==> config.mk <==
export PLATFORM = sky130hd
export DESIGN_NAME = weight_fifo_loader
export DESIGN_NICKNAME = d
export VERILOG_FILES = /design/src/rtl/weight_loader_pkg.sv /design/src/rtl/weight_fifo_loader_row_counter.sv /design/src/rtl/weight_fifo_loader.sv
export SDC_FILE = /design/constraint.sdc
export NUM_CORES = 1
export LEC_CHECK = 0
export ABC_AREA = 1
export BUFFER_PORTS_ARGS = -buffer_cell sky130_fd_sc_hd__buf_2
export CAP_MARGIN = 0
export CORE_MARGIN = 4
export CORE_UTILIZATION = 51
export DETAILED_ROUTE_END_ITERATION = 7
export PLACE_DENSITY = 0.91
export REMOVE_ABC_BUFFERS = 1
export SLEW_MARGIN = 20
export SYNTH_ARGS = -nofsm -noshare
export SYNTH_HDL_FRONTEND = slang
export SYNTH_SLANG_ARGS = --single-unit
==> constraint.sdc <==
create_clock -name clk_i -period 1.7 [get_ports clk_i]
set_input_delay 0.34 -clock clk_i [delete_from_list [all_inputs] [get_ports clk_i]]
set_output_delay 0.34 -clock clk_i [all_outputs]
set_load 0.01 [all_outputs]
==> src/rtl/weight_loader_pkg.sv <==
// Shared types and width helpers for the weight FIFO loader.
// The PAD state exists only when WEIGHT_LOADER_ZERO_PAD_EN is defined.
package weight_loader_pkg;

  localparam int DEF_DATA_WIDTH  = 8;
  localparam int DEF_FIFO_INPUTS = 4;
  localparam int DEF_FIFO_DEPTH  = 4;
  localparam int DEF_ADDR_WIDTH  = 10;

`ifdef WEIGHT_LOADER_ZERO_PAD_EN
  typedef enum logic [2:0] {
    ST_IDLE  = 3'd0,
    ST_ISSUE = 3'd1,
    ST_DRAIN = 3'd2,
    ST_PAD   = 3'd3,
    ST_DONE  = 3'd4
  } state_e;
`else
  typedef enum logic [2:0] {
    ST_IDLE  = 3'd0,
    ST_ISSUE = 3'd1,
    ST_DRAIN = 3'd2,
    ST_DONE  = 3'd4
  } state_e;
`endif

  function automatic int fifo_width(input int data_width, input int fifo_inputs);
    return data_width * fifo_inputs;
  endfunction

  // Wide enough to hold every count from 0 to depth inclusive.
  function automatic int row_cnt_width(input int depth);
    return $clog2(depth + 1);
  endfunction

  localparam int DEF_ROW_CNT_W = row_cnt_width(DEF_FIFO_DEPTH);

endpackage

==> src/rtl/weight_fifo_loader_row_counter.sv <==
// Loadable down-counter with a terminal flag raised when one step remains.
module weight_row_counter #(
  parameter int W = 3
) (
  input  logic         clk_i,
  input  logic         rst_ni,
  input  logic         load_i,
  input  logic [W-1:0] load_val_i,
  input  logic         dec_i,
  output logic         last_o
);

  logic [W-1:0] count_q, count_d;

  // Load wins over decrement so a reload can coincide with a final step.
  always_comb begin
    count_d = count_q;
    if (load_i) begin
      count_d = load_val_i;
    end else if (dec_i && (count_q != '0)) begin
      count_d = count_q - W'(1);
    end
  end

  always_ff @(posedge clk_i or negedge rst_ni) begin
    if (!rst_ni) begin
      count_q <= '0;
    end else begin
      count_q <= count_d;
    end
  end

  assign last_o = (count_q == W'(1));

endmodule

==> src/rtl/weight_fifo_loader.sv <==
// Reads up to FIFO_DEPTH weight rows last-address-first and pushes them into the
// systolic weight FIFO. Optional zero padding: WEIGHT_LOADER_ZERO_PAD_EN.
module weight_fifo_loader
  import weight_loader_pkg::*;
#(
  parameter int DATA_WIDTH  = DEF_DATA_WIDTH,
  parameter int FIFO_INPUTS = DEF_FIFO_INPUTS,
  parameter int FIFO_DEPTH  = DEF_FIFO_DEPTH,
  parameter int ADDR_WIDTH  = DEF_ADDR_WIDTH
) (
  input  logic                                           clk_i,
  input  logic                                           rst_ni,
  input  logic                                           start_i,
  input  logic [ADDR_WIDTH-1:0]                          base_addr_i,
  input  logic [row_cnt_width(FIFO_DEPTH)-1:0]           num_rows_i,
  input  logic [FIFO_INPUTS-1:0]                         col_mask_i,
  input  logic                                           hold_i,
  output logic                                           mem_rd_en_o,
  output logic [ADDR_WIDTH-1:0]                          mem_addr_o,
  input  logic [fifo_width(DATA_WIDTH, FIFO_INPUTS)-1:0] mem_rd_data_i,
  output logic [FIFO_INPUTS-1:0]                         fifo_en_o,
  output logic [fifo_width(DATA_WIDTH, FIFO_INPUTS)-1:0] fifo_weight_o,
  output logic                                           busy_o,
  output logic                                           done_o
);

  localparam int FW = fifo_width(DATA_WIDTH, FIFO_INPUTS);
  localparam int CW = row_cnt_width(FIFO_DEPTH);
  localparam logic [CW-1:0] DEPTH_C = CW'(FIFO_DEPTH);

  state_e                 state_q, state_d;
  logic [FIFO_INPUTS-1:0] mask_q, mask_d;
  logic [ADDR_WIDTH-1:0]  addr_q, addr_d;
  logic                   push_q;
  logic [FW-1:0]          weight_q;

  logic                   accept;
  logic                   rd_en;
  logic                   rd_last;
  logic                   push_last;
  logic                   pad_push;
  logic                   push_load;
  logic [CW-1:0]          push_load_val;
  logic [CW-1:0]          rows_clamped;

  assign rows_clamped = (num_rows_i > DEPTH_C) ? DEPTH_C : num_rows_i;
  assign accept       = (state_q == ST_IDLE) && start_i;
  assign rd_en        = (state_q == ST_ISSUE) && !hold_i;

  // Reads walk from the last row down to base so row 0 is pushed last.
  always_comb begin
    addr_d = addr_q;
    mask_d = mask_q;
    if (accept) begin
      addr_d = base_addr_i + ADDR_WIDTH'(rows_clamped) - ADDR_WIDTH'(1);
      mask_d = col_mask_i;
    end else if (rd_en) begin
      addr_d = addr_q - ADDR_WIDTH'(1);
    end
  end

  weight_row_counter #(.W(CW)) u_rd_cnt (
    .clk_i      (clk_i),
    .rst_ni     (rst_ni),
    .load_i     (accept),
    .load_val_i (rows_clamped),
    .dec_i      (rd_en),
    .last_o     (rd_last)
  );

  weight_row_counter #(.W(CW)) u_push_cnt (
    .clk_i      (clk_i),
    .rst_ni     (rst_ni),
    .load_i     (push_load),
    .load_val_i (push_load_val),
    .dec_i      (push_q | pad_push),
    .last_o     (push_last)
  );

`ifdef WEIGHT_LOADER_ZERO_PAD_EN
  logic [CW-1:0] rows_q;

  always_ff @(posedge clk_i or negedge rst_ni) begin
    if (!rst_ni) begin
      rows_q <= '0;
    end else if (accept) begin
      rows_q <= rows_clamped;
    end
  end
`endif

  always_comb begin
    state_d       = state_q;
    pad_push      = 1'b0;
    push_load     = accept;
    push_load_val = rows_clamped;
    case (state_q)
      ST_IDLE: begin
        if (start_i) begin
          state_d = (rows_clamped == '0) ? ST_DONE : ST_ISSUE;
        end
      end
      ST_ISSUE: begin
        if (rd_en && rd_last) begin
          state_d = ST_DRAIN;
        end
      end
      ST_DRAIN: begin
        // The final in-flight row lands here; the push counter confirms it.
        if (push_q && push_last) begin
`ifdef WEIGHT_LOADER_ZERO_PAD_EN
          if (rows_q != DEPTH_C) begin
            state_d       = ST_PAD;
            push_load     = 1'b1;
            push_load_val = DEPTH_C - rows_q;
          end else begin
            state_d = ST_DONE;
          end
`else
          state_d = ST_DONE;
`endif
        end
      end
`ifdef WEIGHT_LOADER_ZERO_PAD_EN
      ST_PAD: begin
        pad_push = 1'b1;
        if (push_last) begin
          state_d = ST_DONE;
        end
      end
`endif
      ST_DONE: begin
        state_d = ST_IDLE;
      end
      default: begin
        state_d = ST_IDLE;
      end
    endcase
  end

  always_ff @(posedge clk_i or negedge rst_ni) begin
    if (!rst_ni) begin
      state_q  <= ST_IDLE;
      mask_q   <= '0;
      addr_q   <= '0;
      push_q   <= 1'b0;
      weight_q <= '0;
    end else begin
      state_q  <= state_d;
      mask_q   <= mask_d;
      addr_q   <= addr_d;
      push_q   <= rd_en;
      weight_q <= fifo_weight_o;
    end
  end

  // Read data arrives one cycle after the strobe and is forwarded straight through.
  always_comb begin
    fifo_weight_o = weight_q;
    if (push_q) begin
      fifo_weight_o = mem_rd_data_i;
    end else if (pad_push) begin
      fifo_weight_o = '0;
    end
  end

  assign fifo_en_o   = (push_q || pad_push) ? mask_q : '0;
  assign mem_rd_en_o = rd_en;
  assign mem_addr_o  = addr_q;
  assign busy_o      = (state_q != ST_IDLE);
  assign done_o      = (state_q == ST_DONE);

endmodule

==> run_summary.xml <==
<?xml version="1.0" encoding="UTF-8"?>
<metrics>
  <group name="finish">
    <metric name="final_nets" unit="">629</metric>
    <metric name="final.fill_count" unit="">391</metric>
    <metric name="synthToLayoutAreaGrowth" unit="%">43.9</metric>
    <metric name="mostFrequentLayoutCells" unit="">sky130_fd_sc_hd__nand2_1 (123), sky130_fd_sc_hd__buf_2 (83), sky130_fd_sc_hd__dfrtp_1 (55)</metric>
    <metric name="layout_commonest_cell" unit="">sky130_fd_sc_hd__nand2_1</metric>
    <metric name="insertedDiodeCount" unit="">0</metric>
    <metric name="post_route_cells_drive_above_1_share" unit="%">43.5</metric>
  </group>
  <group name="setup_path">
    <metric name="worst-endpoint-required" unit="ps">1940</metric>
    <metric name="r2r_end" unit="">u_rd_cnt.count_q[1]$_DFFE_PN0P_</metric>
    <metric name="worst_endpoint_data_arrival_time" unit="ps">2140</metric>
    <metric name="ff2ff_path_depth" unit="">9</metric>
    <metric name="startpoint_types" unit="">input pin</metric>
    <metric name="setup.worst_path.class" unit="">in -&gt; reg</metric>
    <metric name="critPathMaxFanout" unit="">2</metric>
    <metric name="r2r_start" unit="">state_q[0]$_DFFE_PN0P_</metric>
    <metric name="end_kind" unit="">flip-flop</metric>
    <metric name="setup.reg_to_reg.worst_slack" unit="ps">220</metric>
  </group>
  <group name="grt">
    <metric name="antenna_violations_before_repair" unit="">0</metric>
    <metric name="via_count_of_the_first_global_routing_pass" unit="">2818</metric>
    <metric name="wire_length_of_the_first_global_routing_pass" unit="mm">12.8</metric>
    <metric name="grt_max_degree" unit="">57</metric>
    <metric name="global_route.overflow_total" unit="">0</metric>
    <metric name="global_route_usage_over_all_layers" unit="%">21.4</metric>
  </group>
  <group name="sta">
    <metric name="postLayoutSetupSlackWorst" unit="ps">-201</metric>
    <metric name="post-route-period-util" unit="%">112</metric>
    <metric name="clock.fmax" unit="MHz">526</metric>
    <metric name="hold-worst-slack" unit="ps">24.0</metric>
    <metric name="timing.setup.tns" unit="ps">-552</metric>
    <metric name="hold_viol_final" unit="">0</metric>
    <metric name="final.setup_skew" unit="ps">7.27</metric>
    <metric name="drv_slew" unit="">0</metric>
    <metric name="rsz0062_at_grt" unit="">yes</metric>
    <metric name="min_period" unit="ps">1900</metric>
    <metric name="relSlewSlack" unit="%">80.2</metric>
    <metric name="timing_worst_slew_pin_value" unit="ps">297</metric>
    <metric name="finalSetupViolations" unit="">6</metric>
  </group>
  <group name="detailed_routing">
    <metric name="drt_pass_1_iters" unit="">4</metric>
    <metric name="routed-via-count" unit="">3297</metric>
    <metric name="drtAntennaViolNets" unit="">0</metric>
    <metric name="routed_via_density" unit="">5.21</metric>
    <metric name="postRouteWirelength" unit="mm">9.83</metric>
    <metric name="remaining_drc_errors" unit="">0</metric>
    <metric name="drt_first_iter_violations" unit="">115</metric>
    <metric name="wl_per_cell" unit="µm">15.5</metric>
  </group>
  <group name="logic_synthesis">
    <metric name="synthDistinctLibCells" unit="">33</metric>
    <metric name="postSynthRegisterBits" unit="">56</metric>
    <metric name="netlist_instances" unit="">421</metric>
    <metric name="avgSynthCellArea" unit="µm²">7.56</metric>
    <metric name="mappedNetlistArea" unit="µm²">3180</metric>
    <metric name="ys_seq_area_share" unit="%">44.0</metric>
    <metric name="synth-warning-count" unit="">0</metric>
  </group>
  <group name="placement">
    <metric name="hpwlAfterDp" unit="mm">5.73</metric>
    <metric name="routabilityCongestion" unit="">0.818</metric>
    <metric name="numPortBuffers" unit="">101</metric>
  </group>
  <group name="die">
    <metric name="die_height" unit="µm">87.0</metric>
    <metric name="dieWidth" unit="µm">87.0</metric>
    <metric name="floorplan.io_pins" unit="">102</metric>
    <metric name="floorplan.initialDensity" unit="%">53.2</metric>
    <metric name="die_footprint" unit="µm²">7570</metric>
    <metric name="core_area" unit="µm²">5990</metric>
    <metric name="rows" unit="">28</metric>
  </group>
  <group name="clocking">
    <metric name="cts_hold_buf" unit="">0</metric>
    <metric name="clock_buffer_depth" unit="">2</metric>
    <metric name="worst_skew_pair.late_latency" unit="ps">300</metric>
    <metric name="tritoncts.num_buffers" unit="">5</metric>
    <metric name="clock-sinks" unit="">56</metric>
    <metric name="ctsRootBufferMaster" unit="">sky130_fd_sc_hd__clkbuf_8</metric>
    <metric name="h_tree_level_count" unit="">2</metric>
    <metric name="cts_tree" unit="">yes</metric>
    <metric name="cts.reportedPaths.clkPinSlew" unit="ps">100</metric>
  </group>
  <group name="power_and_ir_drop">
    <metric name="cellPowerDensity" unit="nW/µm²">1740</metric>
    <metric name="p_leak" unit="µW">0.00253</metric>
    <metric name="vdd_ir_drop_max" unit="mV">1.06</metric>
    <metric name="intPower" unit="µW">4420</metric>
    <metric name="power.clock.fraction" unit="%">8.9</metric>
    <metric name="netSwitchingPower" unit="µW">3570</metric>
    <metric name="swShare" unit="%">44.7</metric>
    <metric name="sequential_group_share_of_total_power" unit="%">30.3</metric>
    <metric name="p_comb_share" unit="%">60.7</metric>
  </group>
  <group name="job">
    <metric name="drv_cap" unit="">0</metric>
  </group>
  <group name="worst_hold_path">
    <metric name="worstHoldPathType" unit="">in -&gt; async</metric>
  </group>
  <group name="run_status">
    <metric name="status" unit="">complete, but fails checks</metric>
    <metric name="violations" unit="">setup timing</metric>
  </group>
</metrics>
-- per-stage QoR --
step                      setup slack, ps  area, µm²  util, %  std cells  total power, µW
after floorplan                      -372       3110        -        411             4510
after global placement               -566       3820     63.8        599             5720
after detailed placement             -740       3820     63.8        599             5860
after CTS                            -203       4090     68.2        618             6770
after global routing                 -233       4580     76.5        633             8550
final                                -201       4580     76.5        633             7990
-- kinds of logic (layout without fill, tap and decap cells) --
family	after synthesis	in the layout	synth area share [%]
simple gates	233	233	30.1
buf+inv	70	207	9.51
xor+xnor	4	4	1.10
fa+ha+maj	19	19	7.70
compound gates	39	39	7.54
flops	56	56	44.0
-- worst max-delay path by stage --
| stage | endpoint | startpoint | depth (start not counted) |
|---|---|---|---|
| floorplan | mem_addr_o[9]$_DFFE_PN0P_ | num_rows_i[0] | 17 |
| global placement | mem_addr_o[9]$_DFFE_PN0P_ | num_rows_i[0] | 18 |
| detailed placement | mem_addr_o[9]$_DFFE_PN0P_ | num_rows_i[1] | 18 |
| CTS | mem_addr_o[9]$_DFFE_PN0P_ | num_rows_i[0] | 19 |
| global route | mem_addr_o[5]$_DFFE_PN0P_ | num_rows_i[0] | 16 |
| finish | mem_addr_o[5]$_DFFE_PN0P_ | num_rows_i[1] | 14 |
-- state kept, by name (all words and copies together), names as in the netlist --
register and count:
mask_q 4, mem_addr_o 10, push_q 1, state_q 3, u_push_cnt.count_q 3, u_rd_cnt.count_q 3, weight_q 32
-- power groups by stage --
stage	clock network (µW)	logic (µW)	registers (µW)
floorplan	0	2140	2370
global placement	0	3410	2310
detailed placement	0	3540	2320
CTS	727	3740	2300
global route	786	5280	2490
finish	715	4860	2420
-- worst max-delay path, cell delays in order --
cell	delay, ps
sky130_fd_sc_hd__buf_6	100
sky130_fd_sc_hd__buf_4	130
sky130_fd_sc_hd__nand2_1	120
sky130_fd_sc_hd__ha_4	220
sky130_fd_sc_hd__inv_2	60
sky130_fd_sc_hd__ha_4	140
sky130_fd_sc_hd__inv_2	30
sky130_fd_sc_hd__fa_2	350
sky130_fd_sc_hd__inv_2	100
sky130_fd_sc_hd__nand3_4	80
sky130_fd_sc_hd__buf_4	160
sky130_fd_sc_hd__a21oi_2	120
sky130_fd_sc_hd__nor2_1	50
sky130_fd_sc_hd__a21oi_1	140
-- area by class of cell --
class	count	area [µm²]	area share (%)
Multi-Input combinational cell	295	1770	38.5
Sequential cell	56	1400	30.6
Timing Repair Buffer	139	992	21.6
Inverter	60	239	5.21
Tap cell	75	93.8	2.05
Clock buffer	6	72.6	1.58
Clock inverter	2	16.3	0.355
-- synthesized netlist by cell type (all sizes together) --
library cell	count	area [µm²]
fa	1	20.0
xor2	1	8.76
clkinv	1	5.00
a21oi	8	40.0
clkbuf	2	7.51
o211ai	5	47.5
o21bai	1	7.51
nand3	21	105
buf	8	66.3
nand4	1	6.26
nor3	2	10.0
dfrtp	56	1400
a211oi	1	12.5
inv	59	224
o22ai	1	6.26
o21ai	23	126
ha	18	225
nand2	184	722
nand3b	2	15.0
nor2	23	101
xnor2	3	26.3
-- per-layer routing --
metal,track usage (%),vias to the layer above,share of wire [%]
li1,-,1576,-
met1,26.5,1543,40
met2,38.2,158,50
met3,3.41,20,8.7
met4,6.09,0,1.8
met5,0,-,0
-- repair_timing --
item,in CTS,in global routing
pin swaps,12,25
cloned,1,2
resized for setup,23,96
endpoints found under the setup margin,37,29
setup buffers,10,13
Power figures use the tool's default switching activity.
